**config.mk**
```make
export PLATFORM = sky130hd
export DESIGN_NAME = beat_compare
export DESIGN_NICKNAME = d
export VERILOG_FILES = /design/src/rtl/ethgen_pkg.sv /design/src/rtl/beat_compare.sv
export SDC_FILE = /design/constraint.sdc
export NUM_CORES = 1
export LEC_CHECK = 0
export ABC_CLOCK_PERIOD_IN_PS = 1700
export BUFFER_PORTS_ARGS = -buffer_cell sky130_fd_sc_hd__buf_2
export CAP_MARGIN = 20
export CORE_AREA = 2 2 306 308
export CTS_CLUSTER_SIZE = 8
export DETAILED_ROUTE_END_ITERATION = 8
export DIE_AREA = 0 0 308 310
export PLACE_DENSITY_LB_ADDON = 0.2
export SETUP_SLACK_MARGIN = 0.5
export SLEW_MARGIN = 25
export SYNTH_ARGS = -nofsm -noshare
export SYNTH_HDL_FRONTEND = slang
export SYNTH_SLANG_ARGS = --single-unit
```
**constraint.sdc**
```tcl
create_clock -name clk -period 1.7 [get_ports clk]
set_clock_uncertainty 0.2 [all_clocks]
set_input_delay 0.085 -clock clk [delete_from_list [all_inputs] [get_ports clk]]
set_output_delay 0.085 -clock clk [all_outputs]
set_load 0.01 [all_outputs]
```
**src/rtl/ethgen_pkg.sv**
```systemverilog
// Shared definitions for the Ethernet traffic generator and its receive-side checker.
// Holds the beat field layout, the default packet length, error-bit indices and the
// checker state encoding. The generator builds beats with the same field offsets.
package ethgen_pkg;

  localparam int unsigned BEAT_W  = 512;
  localparam int unsigned FIELD_W = 64;

  // Field offsets inside a 512-bit beat
  localparam int unsigned OFF_COUNTER   = 0;
  localparam int unsigned OFF_PKT_NUM   = 64;
  localparam int unsigned OFF_PKT_NUM_N = 384;
  localparam int unsigned OFF_COUNTER_N = 448;

  localparam logic [7:0] DEFAULT_PKT_LEN = 8'd4;

  // Error-bit indices into err_flags and the per-beat error vector
  localparam int unsigned ERR_COUNTER = 0;
  localparam int unsigned ERR_PKT_NUM = 1;
  localparam int unsigned ERR_COMPL   = 2;
  localparam int unsigned ERR_FRAMING = 3;
  localparam int unsigned NUM_ERR     = 4;

  typedef enum logic [1:0] {
    IDLE,
    RUN,
    DONE
  } state_e;

  // A programmed length of zero selects the default packet length.
  function automatic logic [7:0] eff_len(input logic [7:0] len);
    return (len == 8'd0) ? DEFAULT_PKT_LEN : len;
  endfunction

endpackage

```
**src/rtl/beat_compare.sv**
```systemverilog
// First pipeline stage of the data checker: compares one accepted beat against the
// current expectations and registers the 4-bit error vector with the beat index.
// Ports:
//   clk, reset      clock, synchronous active-high reset
//   flush           drop whatever the stage holds (start of a new run)
//   in_valid        beat accepted this cycle
//   data, last      beat payload and TLAST
//   exp_counter     expected counter field
//   exp_pkt         expected packet_num field
//   exp_last        TLAST is expected on this beat
//   beat_index      0-based index of this beat within the run
//   final_beat      this beat completes the run
//   out_valid       registered: stage holds a beat
//   err             registered error vector (see ERR_* indices)
//   out_index       registered beat index
//   out_final       registered final-beat marker
module beat_compare
  import ethgen_pkg::*;
(
  input  logic                 clk,
  input  logic                 reset,
  input  logic                 flush,
  input  logic                 in_valid,
  input  logic [BEAT_W-1:0]    data,
  input  logic                 last,
  input  logic                 exp_last,
  input  logic [FIELD_W-1:0]   exp_counter,
  input  logic [FIELD_W-1:0]   exp_pkt,
  input  logic [FIELD_W-1:0]   beat_index,
  input  logic                 final_beat,
  output logic                 out_valid,
  output logic [NUM_ERR-1:0]   err,
  output logic [FIELD_W-1:0]   out_index,
  output logic                 out_final
);

  logic [FIELD_W-1:0] counter_f;
  logic [FIELD_W-1:0] pkt_f;
  logic [FIELD_W-1:0] pkt_n_f;
  logic [FIELD_W-1:0] counter_n_f;
  logic [NUM_ERR-1:0] err_d;

  assign counter_f   = data[OFF_COUNTER   +: FIELD_W];
  assign pkt_f       = data[OFF_PKT_NUM   +: FIELD_W];
  assign pkt_n_f     = data[OFF_PKT_NUM_N +: FIELD_W];
  assign counter_n_f = data[OFF_COUNTER_N +: FIELD_W];

  // Middle of the beat carries no checked fields
  logic unused_payload;
  assign unused_payload = ^data[OFF_PKT_NUM_N-1:OFF_PKT_NUM+FIELD_W];

  always_comb begin
    err_d              = '0;
    err_d[ERR_COUNTER] = (counter_f != exp_counter);
    err_d[ERR_PKT_NUM] = (pkt_f != exp_pkt);
    // Complements are checked against the received fields, not the expectations
    err_d[ERR_COMPL]   = (pkt_n_f != ~pkt_f) || (counter_n_f != ~counter_f);
    err_d[ERR_FRAMING] = (last != exp_last);
  end

  always_ff @(posedge clk) begin
    if (reset || flush) begin
      out_valid <= 1'b0;
      err       <= '0;
      out_index <= '0;
      out_final <= 1'b0;
    end else begin
      out_valid <= in_valid;
      if (in_valid) begin
        err       <= err_d;
        out_index <= beat_index;
        out_final <= final_beat;
      end
    end
  end

endmodule

```
# After elaboration in Yosys (flattened, before gate mapping)
# Index checks and enable logic that the tools add are counted.
# Widths: inputs -> output; s select.
# op_classes
n_eq_ne	5
addsub	0
shift	0
magnitude_cmp	0
bitwise_logic	2
multipliers	0
n_div	0
reduce_logical	2
n_mux	0
# ops
operator	n
$ne 64x64->1	4
$not 64->64	2
$logic_or 1x1->1	2
$ne 1x1->1	1
# word_totals
memories	0
latchBits	0
mem_bits_rw	0
out_inout_bits	70
input_bits	711
reg_bits	70
rom_bits	0

# Depth between registers and ports, before layout
# Gate-level depths: netlist of run 1.
# depth
word_depth	3
depth_mapped	6
depth_no_buf	6

# Worst setup path before layout of run 1
# Ideal clock, no wire load.
# synth_path
path_kind	input -> register
start	input exp_counter[8]
end	register err[0]
setup_slack_ps	318
setup_ps	127
path_buffers	0
arrival_ps	1055
required_ps	1373
cell_stages	5
cell_sequence	xnor2_1 -> o221ai_1 -> or4_1 -> nor4_2 -> a21oi_1
# synth_between
elab_chain_len	1
# synth_rtl
element	line	text
from (decl)	beat_compare.sv:27	input logic [FIELD_W-1:0] exp_counter,
$ne 64x64->1	beat_compare.sv:54	err_d[ERR_COUNTER] = (counter_f != exp_counter);
to (signal assigned)	beat_compare.sv:70	err <= err_d;
to (decl)	beat_compare.sv:32	output logic [NUM_ERR-1:0] err,
# Every way passes these cells.
# A chain may end at the register's enable or synchronous reset.

# Final worst setup path of run 1
# layout_path
start	input data[101]
end	register err[2]
# layout_between
elab_chain_len	3
# layout_rtl
element	line	text
from (decl)	beat_compare.sv:24	input logic [BEAT_W-1:0] data,
$not 64->64	beat_compare.sv:57	err_d[ERR_COMPL] = (pkt_n_f != ~pkt_f) || (counter_n_f != ~counter_f);
$ne 64x64->1	beat_compare.sv:57	
$logic_or 1x1->1	beat_compare.sv:57	
# Every way passes these cells.

==> run summary, run 1 <==
Sw power -> 2120 µW
Area growth from synthesis to layout -> 127%
Post-CTS Hold Buffers -> 69
Max-slew headroom -> 55.9%
Top cells by count, synth -> xor2_1 (139), dfxtp_1 (70), nor2_1 (70)
Core area -> 92500 µm²
Period utilization -> 95.7%
Seq/Total Area, Yosys -> 26.7%
CP max FO -> 2
Sequential power share -> 27.1%
Ys Warns -> 0
Register area -> 1410 µm²
PortBufs -> 524
GP Congestion -> 0.871
Critical Path End -> err[2]
Worst setup EP type -> flop
Largest area contributor in the netlist -> dfxtp_1
Area contributors post-synth -> dfxtp_1 (27%), xor2_1 (23%), mux2i_1 (12%)
HP Class -> input port to flop
Worst Setup SP -> data[101]
Die area -> 95500 µm²
Crit path largest cell delay -> 0.33 ns
Grt total ovfl -> 0
Multi-input logic area -> 4000 µm²
CTS max path bufs -> 2
Largest delay share family, worst path -> simple AND/OR/NAND/NOR gates
Clock Power Share -> 34.4%
CP max stage cell -> nor4_1
Distinct cells, synth -> 33
Post-synth ARST share -> 0%
Syn Nets -> 1311
Setup_tns -> 0 ns
Crit-path cells -> buf_2 > xor2_1 > buf_4 > nand4_1 > nor4_1 > buf_4 > nand4_1 > nor4_1 > a21oi_1
Vias in the first global route -> 8116
Failing checks -> hold timing
Final worst setup slack -> 0.0729 ns
Chip width -> 308 µm
Area share of the largest cell type after synthesis -> 26.7%
DR pass1 iterations -> 5
Initial antenna violation count -> 46
DRC -> 0
Tmin final -> 1.63 ns
R2r endpoint -> err[2]
Layout cell share with drive strength beyond 1 -> 54.0%
Syn Std Cell Area -> 5240 µm²
DP Wirelength -> 52.2 mm
Filler Cells Inserted -> 10800
Maximum VDD drop -> 487 µV
CTS tree -> yes
RR Startpoint -> err[2]
Peak Freq -> 615 MHz
Die Span Y -> 310 µm
Reg2Reg Depth -> 2
CTS root buf -> clkbuf_16
Main flop type after synthesis -> dfxtp_1
Total GRT Usage -> 11.3%
Worst skew pair latency -> 0.37 ns
Wire per inst -> 22.3 µm
Yosys reg bits -> 70
First-pass GRT wire length -> 70.1 mm
Req. time, crit path -> 1.75 ns
Max-cap violation count -> 0
Initial Util -> 5.67%
Crit path buf inv count -> 3
Net Sw Frac -> 33.2%
Count leader, synth -> xor2_1
Post-DRT Antenna Nets -> 0
# Post-CTS Setup Buffers -> 0
Gate power share -> 38.6%
Vias post-DR -> 7625
Crit path kind -> input port to flop
Inserted Clock Buffers -> 9
WHS -> -0.0445 ns
Max Slew Vio Count -> 0
WL final -> 56.7 mm
WP depth -> 9
CTS sink count -> 70
Final Setup Violations -> 0
Endpoints failing hold -> 2
Row count -> 112
Reg-to-reg slack, setup -> 0.81 ns
Cells after Synth -> 600
Int Pwr -> 4270 µW
Initial drt markers -> 245
Clock slew at reported path FFs -> 0.08 ns
Vias per cell -> 3.00
Status -> finished with violations
RSZ-0062 raised after global routing -> true
Leakage -> 0.00552 µW
I/O pins -> 781
H-tree depth -> 3
Post-place setup slack -> -0.919 ns
CP Launch Type -> input port
Pwr dens -> 536 nW/µm²
Syn avg cell area -> 8.73 µm²
Crit path arrival time -> 1.67 ns
Largest net degree at the start of global routing -> 60
Nets -> 2038
EDFF count, synth -> 0
Least-Margin Pin Slew -> 0.660 ns
## how the worst min path moves through the flow
stage	end	slack, ns	cells after the start	start
2_1_floorplan	out_final	0.03	2	final_beat
3_3_place_gp	out_index[39]	0.12	3	beat_index[39]
3_5_place_dp	out_index[19]	0.13	3	beat_index[19]
4_1_cts	err[2]	-0.09	5	data[483]
5_1_grt	err[2]	-0.03	5	data[483]
6_report	err[2]	-0.04	5	data[483]
## power by group through the flow
stage	Combinational, µW	Sequential [µW]	Clock, µW
floorplan	633	1790	0
global placement	2300	1760	0
detailed placement	2300	1760	0
CTS	2500	1730	2320
global route	2670	1730	2370
finish	2460	1730	2190
## per-stage QoR
stage | instances | util [%] | hold slack, ns | instance area, µm² | power, µW
2_1_floorplan | 600 | - | 0.0322 | 5240 | 2420
5_1_grt | 2531 | 12.9 | -0.0265 | 11900 | 6780
3_5_place_dp | 2444 | 11.3 | 0.129 | 10400 | 4060
3_3_place_gp | 2444 | 11.3 | 0.118 | 10400 | 4060
4_1_cts | 2527 | 12.6 | -0.0932 | 11700 | 6540
6_report | 2538 | 12.9 | -0.0445 | 11900 | 6380
## flip-flops by register name (all words and copies together) (netlist names)
register / flops
out_index: 64
out_valid: 1
err: 4
out_final: 1
## worst reg2reg max path, cell delays in order (launching register included)
cell     delay [ns]
dfxtp_1        0.33
o21ai_0        0.17
a21oi_1        0.06
## logic make-up after synthesis
kind of cell / after synthesis / share of synthesized area, %
AOI/OAI and AO/OA: 71 / 10.0
muxes: 65 / 12.4
DFF: 70 / 26.7
buffers and inverters: 40 / 3.03
xor gates and xnor gates: 192 / 32.1
and+or+nand+nor: 162 / 15.7
## repair_timing
action                                  CTS  global route
endpoints found under the setup margin    7             5
cloned                                    0             0
pin swaps                                12            14
gates resized for setup                  43            36
endpoints found under the hold margin    70             2
## final cells by class
class / count / area share, %
diodes: 11 / 0.231
well taps: 1197 / 12.6
inverters: 25 / 0.788
flip-flops and latches: 70 / 11.8
clock buffers: 11 / 2.12
clock inverters: 3 / 0.578
multi-input cells: 490 / 33.6
repair buffers: 731 / 38.3
## cells in the final DEF (no fill, tap or decap), types with 3 or more instances in the layout
cell type      netlist  layout
inv_1               24      24
o22ai_1             15      15
mux2i_1             65      65
o221ai_1             4       4
xor2_2               0       6
a2bb2oi_1           10       8
nor4_2               3      10
buf_8                0       3
xor2_1             139     127
nor4_4               0       4
dfxtp_1             70      67
nand4_1             35      35
nand2_1             12      12
a211oi_1             3       3
nor2_1              70      70
a22oi_1              5       5
a221oi_1             9       7
dfxtp_2              0       3
xnor2_1             53      52
dlygate4sd3_1        0      69
diode_2              0      11
xor2_4               0       6
o21ai_0             11      11
buf_6                0      11
nor4_1              35      24
buf_4                0     126
clkbuf_16            0       9
o2bb2ai_1            3       3
buf_12               0       9
buf_2                7     512
## routing by layer
layer	share of wire, %	global-route usage (%)	wire length (µm)
met2	49	19.9	27500
met1	37	11.8	20700
met3	11	5.20	6510
met4	3.3	3.91	1860
met5	0.099	0	56
(Power assumes the default switching activity.)
==> run 2: changes to the inputs <==
- ABC_CLOCK_PERIOD_IN_PS: 1700 -> 1450
- CORE_AREA: 2 2 306 308 -> 2 2 304 306
- CTS_CLUSTER_DIAMETER: unset -> 200
- DIE_AREA: 0 0 308 310 -> 0 0 306 308
- RECOVER_POWER: unset -> 100
- clock period: 1.7 -> 1.45 ns (I/O delays scaled with it)
==> run 2 against run 1 <==
The flow finishes with violations (hold timing, setup timing). Combinational power is 24% higher. Final cell count grew 1.2%. Sequential power grew 18%. Largest cell class unchanged. Clock power barely moved. Count of clock-buffer cells in the layout down 2. First-iteration DRC count rose by 50%. Cell area rose by 3.9%. Sequential share of layout area decreased by 0.46 points. Non-clock buffer count is 40 higher.
==> run summary, run 2 (synthesis results as in run 1) <==
Status -> finished with violations
Failing checks -> hold timing, setup timing
Vias per cell -> 3.03
Sw power -> 2620 µW
CP max stage cell -> nor4_1
Peak Freq -> 483 MHz
Period utilization -> 143%
Worst setup EP type -> flop
Maximum VDD drop -> 519 µV
Layout Cells excl Fill -> 2569
Die area -> 94200 µm²
CTS tree -> yes
Row count -> 111
HP Class -> input port to flop
Core area -> 91000 µm²
WL final -> 58.2 mm
Sequential power share -> 27.9%
Final Setup Violations -> 19
GP Congestion -> 0.824
Most common cell after layout, fill and taps aside -> buf_2
Inserted Clock Buffers -> 9
Placed Cells -> 2464
Crit path arrival time -> 2.11 ns
Initial antenna violation count -> 23
Leakage -> 0.00572 µW
Clock slew at reported path FFs -> 0.07 ns
Grt total ovfl -> 0
Most frequent cells in the layout -> buf_2 (450), buf_4 (155), xor2_1 (136)
CTS max path bufs -> 2
Initial drt markers -> 368
Registers with the most flip-flops -> out_index (64), err (4)
Tmin final -> 2.07 ns
Layout cell share with drive strength beyond 1 -> 54.1%
Gate power share -> 41.7%
Max-slew headroom -> 42.2%
Worst skew pair latency -> 0.36 ns
Post-CTS Hold Buffers -> 65
Area growth from synthesis to layout -> 136%
Max Slew Vio Count -> 0
CTS sink count -> 70
First-pass GRT wire length -> 73.3 mm
CTS root buf -> clkbuf_16
Reg-to-reg slack, setup -> 0.45 ns
I/O pins -> 781
Max reg flops -> 64
Initial Util -> 5.76%
Clock Power Share -> 30.4%
Die Span Y -> 308 µm
Vias in the first global route -> 8242
Req. time, crit path -> 1.49 ns
Register name with the most flops -> out_index
Net Sw Frac -> 35.8%
RSZ-0062 raised after global routing -> true
Final worst setup slack -> -0.621 ns
Wire per inst -> 22.7 µm
Crit path kind -> input port to flop
Util after Layout -> 13.6%
Crit-path cells -> buf_2 > nand2_1 > buf_12 > o2111ai_1 > nor4_1 > buf_4 > nand4_1 > nor4_4 > a21oi_1
WHS -> -0.176 ns
CP Launch Type -> input port
Max-cap violation count -> 0
DR pass1 iterations -> 7
Vias post-DR -> 7772
H-tree depth -> 3
Total GRT Usage -> 11.6%
Nets -> 2079
Chip width -> 306 µm
Endpoints failing hold -> 6
CP max FO -> 2
Least-Margin Pin Slew -> 0.860 ns
Post-DRT Antenna Nets -> 0
DP Wirelength -> 50.8 mm
Pwr dens -> 590 nW/µm²
Crit path largest cell delay -> 0.46 ns
Int Pwr -> 4690 µW
DRC -> 0
Largest net degree at the start of global routing -> 34
PortBufs -> 524
[run 2: area by class of cell]
class                   count  area (µm²)
fillers                 10500       78600
repair buffers            771        5270
multi-input cells         491        3820
well taps                1186        1480
flip-flops and latches     70        1400
clock buffers               9         225
inverters                  25        93.8
clock inverters             7        55.1
diodes                     10        25.0
[run 2: path summary, 6_finish.rpt]
| kind | from | end | depth (start not counted) |
|---|---|---|---|
| worst max-delay path | data[384] | err[2] | 9 |
| worst min-delay path | last | err[3] | 3 |
| worst max register to register | err[1] | err[1] | 2 |
| worst min register to register | err[3] | err[3] | 2 |
[run 2: repair_timing]
item | CTS | global route
buffers inserted | 1 | 2
resized for setup | 185 | 13
gates cloned | 4 | 7
setup endpoints to repair | 139 | 108
hold endpoints to repair | 68 | 1
pin swaps | 12 | 3
[run 2: per-stage QoR]
step                power (µW)  TNS (ns)  area, µm²  setup WS, ns
finish                    7300     -4.35      12400        -0.621
floorplan                 2860         0       5330        0.0805
global route              7770     -7.00      12300        -0.768
CTS                       7540     -1.32      12400        -0.682
detailed placement        4860     -9.82      10700         -1.39
global placement          4850    -10.44      10700         -2.42
[run 2: layer usage]
layer	vias up	share of wire, %	GRT usage, %	wire length [µm]
li1	3697	-	-	-
met1	3590	52	17.4	30400
met2	440	39	16.8	22900
met3	41	7.2	2.91	4170
met4	4	1.2	1.76	719
met5	-	0.046	0	27
[run 2: worst max-delay path: cells and delay by family]
kind / cells / cell delay (ns)
AND/OR/NAND/NOR: 4 / 1.33
buffers and inverters: 3 / 0.43
AO/OA/AOI/OAI: 2 / 0.28
[run 2: power groups by stage]
| stage | logic [µW] | registers [µW] | clock network, µW |
|---|---|---|---|
| floorplan | 771 | 2090 | 0 |
| global placement | 2790 | 2070 | 0 |
| detailed placement | 2790 | 2070 | 0 |
| CTS | 3130 | 2050 | 2360 |
| global route | 3300 | 2050 | 2420 |
| finish | 3040 | 2040 | 2220 |
==> run 3: changes to the inputs <==
- ABC_AREA: unset -> 1
- CORE_AREA: 2 2 304 306 -> 2 2 300 302
- DIE_AREA: 0 0 306 308 -> 0 0 302 304
- HOLD_SLACK_MARGIN: unset -> 0.15
==> run 3 against run 2 <==
Die area shrank 2.6%. Largest power group unchanged. Global-route usage shrank 0.34 points. Cell area grew 9.4%. Critical path depth shrank 8. Sequential share of layout area shrank 0.97 points. The flow finishes with violations (hold timing). Hold slack gained 0.064 ns. Synthesized cell count grew 95%.
==> run summary, run 3 <==
Failing checks -> hold timing
Row count -> 110
Cells after Synth -> 1167
Largest area contributor in the netlist -> nand2_1
Area contributors post-synth -> nand2_1 (28%), dfxtp_1 (22%), xor2_1 (8.8%)
Initial drt markers -> 382
Total GRT Usage -> 11.3%
Post-CTS Hold Buffers -> 65
Vias per cell -> 3.07
Max-cap violation count -> 0
Largest delay share family, worst path -> flip-flops
Ys Warns -> 0
Max Slew Vio Count -> 0
WL final -> 53.7 mm
Syn Std Cell Area -> 6360 µm²
H-tree depth -> 3
Post-DRT Antenna Nets -> 0
CTS tree -> yes
Crit path kind -> flop to output port
I/O pins -> 781
Multi-input logic area -> 4830 µm²
First-pass GRT wire length -> 71.5 mm
RSZ-0062 raised after global routing -> true
CP Launch Type -> flop
CTS max path bufs -> 2
CP max stage cell -> dfxtp_2
Max-slew headroom -> 54.0%
Main flop type after synthesis -> dfxtp_1
Grt total ovfl -> 0
Register area -> 1400 µm²
Status -> finished with violations
Chip width -> 302 µm
WHS -> -0.112 ns
Design Power -> 7530 µW
Util after Layout -> 15.2%
Initial antenna violation count -> 27
Post-place setup slack -> -0.668 ns
Least-Margin Pin Slew -> 0.690 ns
Met3 Use GR -> 3.25%
Core area -> 89000 µm²
Registers with the most flip-flops -> out_index (64), err (4)
Vias post-DR -> 9369
PortBufs -> 524
Layout cell share with drive strength beyond 1 -> 42.3%
Syn Nets -> 1878
CTS root buf -> clkbuf_16
Syn avg cell area -> 5.45 µm²
Seq/Total Area, Yosys -> 22.0%
Most common cell after layout, fill and taps aside -> nand2_1
Peak Freq -> 792 MHz
DP Wirelength -> 48.2 mm
Die area -> 91800 µm²
Crit path buf inv count -> 1
Endpoints failing hold -> 1
Inserted Clock Buffers -> 9
DRC -> 0
Final worst setup slack -> 0.188 ns
CTS sink count -> 70
Wire per inst -> 17.6 µm
Leakage -> 0.00670 µW
Worst skew pair latency -> 0.36 ns
Post-synth ARST share -> 0%
Nets -> 2575
Max reg flops -> 64
Final Setup Violations -> 0
Initial Util -> 7.15%
Req. time, crit path -> 1.18 ns
Maximum VDD drop -> 474 µV
GP Congestion -> 0.805
Tmin final -> 1.26 ns
Post-Layout Inst Area -> 13500 µm²
HP Class -> input port to flop
EDFF count, synth -> 0
Yosys reg bits -> 70
Distinct cells, synth -> 25
Die Span Y -> 304 µm
Crit path largest cell delay -> 0.33 ns
Area growth from synthesis to layout -> 113%
GR Util met1 -> 14.9%
Most frequent cells in the layout -> nand2_1 (432), buf_2 (430), inv_1 (132)
Crit-path cells -> clkbuf_1
Count leader, synth -> nand2_1
CP max FO -> 2
Area of placed instances -> 11300 µm²
Period utilization -> 87.1%
Filler Cells Inserted -> 10400
Crit path arrival time -> 0.99 ns
Worst setup EP type -> output port
GR peak layer -> met2
Vias in the first global route -> 9764
Register name with the most flops -> out_index
Clock slew at reported path FFs -> 0.07 ns
Pwr dens -> 556 nW/µm²
Met2 GRT Util -> 18.3%
Top cells by count, synth -> nand2_1 (471), nor2_1 (143), inv_1 (133)
DR pass1 iterations -> 7
Area share of the largest cell type after synthesis -> 27.8%
Largest net degree at the start of global routing -> 70
-- run 3: cell types whose count changed after synthesis, moves of 65 or more --
cell,delta
xor2_1,-75
mux2i_1,-65
inv_1,+109
a21oi_1,+73
nand2_1,+459
nor2_1,+73
-- run 3: final timing paths --
| path | cells past startpoint | startpoint | slack [ns] | end |
|---|---|---|---|---|
| min reg2reg | 2 | out_index[46] | 0.27 | out_index[46] |
| max reg2reg | 4 | err[1] | 0.37 | err[1] |
| min | 4 | last | -0.11 | err[3] |
| max | 1 | err[0] | 0.19 | err[0] |
-- run 3: area by class of cell --
class | count | share of cell area (%)
diodes | 10 | 0.185
clock buffers | 9 | 1.66
clock inverters | 7 | 0.546
inverters | 159 | 4.46
multi-input cells | 916 | 35.7
flip-flops and latches | 70 | 10.4
well taps | 1176 | 10.9
repair buffers | 708 | 36.2
-- run 3: report_power, final --
group	leakage (µW)	internal [µW]	switching, µW
registers	0.000571	1990	43.9
logic	0.00598	1520	1630
clock network	0.000146	1340	1010
total	0.00670	4840	2680
-- run 3: per-layer routing --
metal / up-vias / wire, µm
met5: - / 34
met4: 6 / 794
met3: 45 / 3910
met2: 402 / 23700
met1: 3990 / 25300
li1: 4926 / -
-- run 3: cell families (layout without fill, tap and decap cells) --
logic type	count (synthesis)	count (layout)	synth area share, %
AO/OA/AOI/OAI	130	130	10.7
buffers and inverters	181	883	10.9
XOR/XNOR	102	102	14.0
flip-flops	70	70	22.0
AND/OR/NAND/NOR	684	684	42.3
other	0	10	0
-- run 3: what timing repair did --
item	CTS	global route
pin swaps	71	26
resized for setup	331	33
gates cloned	0	1
setup endpoints to repair	139	89
buffers inserted	0	12
endpoints found under the hold margin	70	48
-- run 3: metrics by stage --
step | cells | TNS [ns]
global route | 3047 | 0
global placement | 2951 | -2.00
finish | 3055 | 0
CTS | 3032 | 0
detailed placement | 2951 | -1.81
floorplan | 1167 | 0
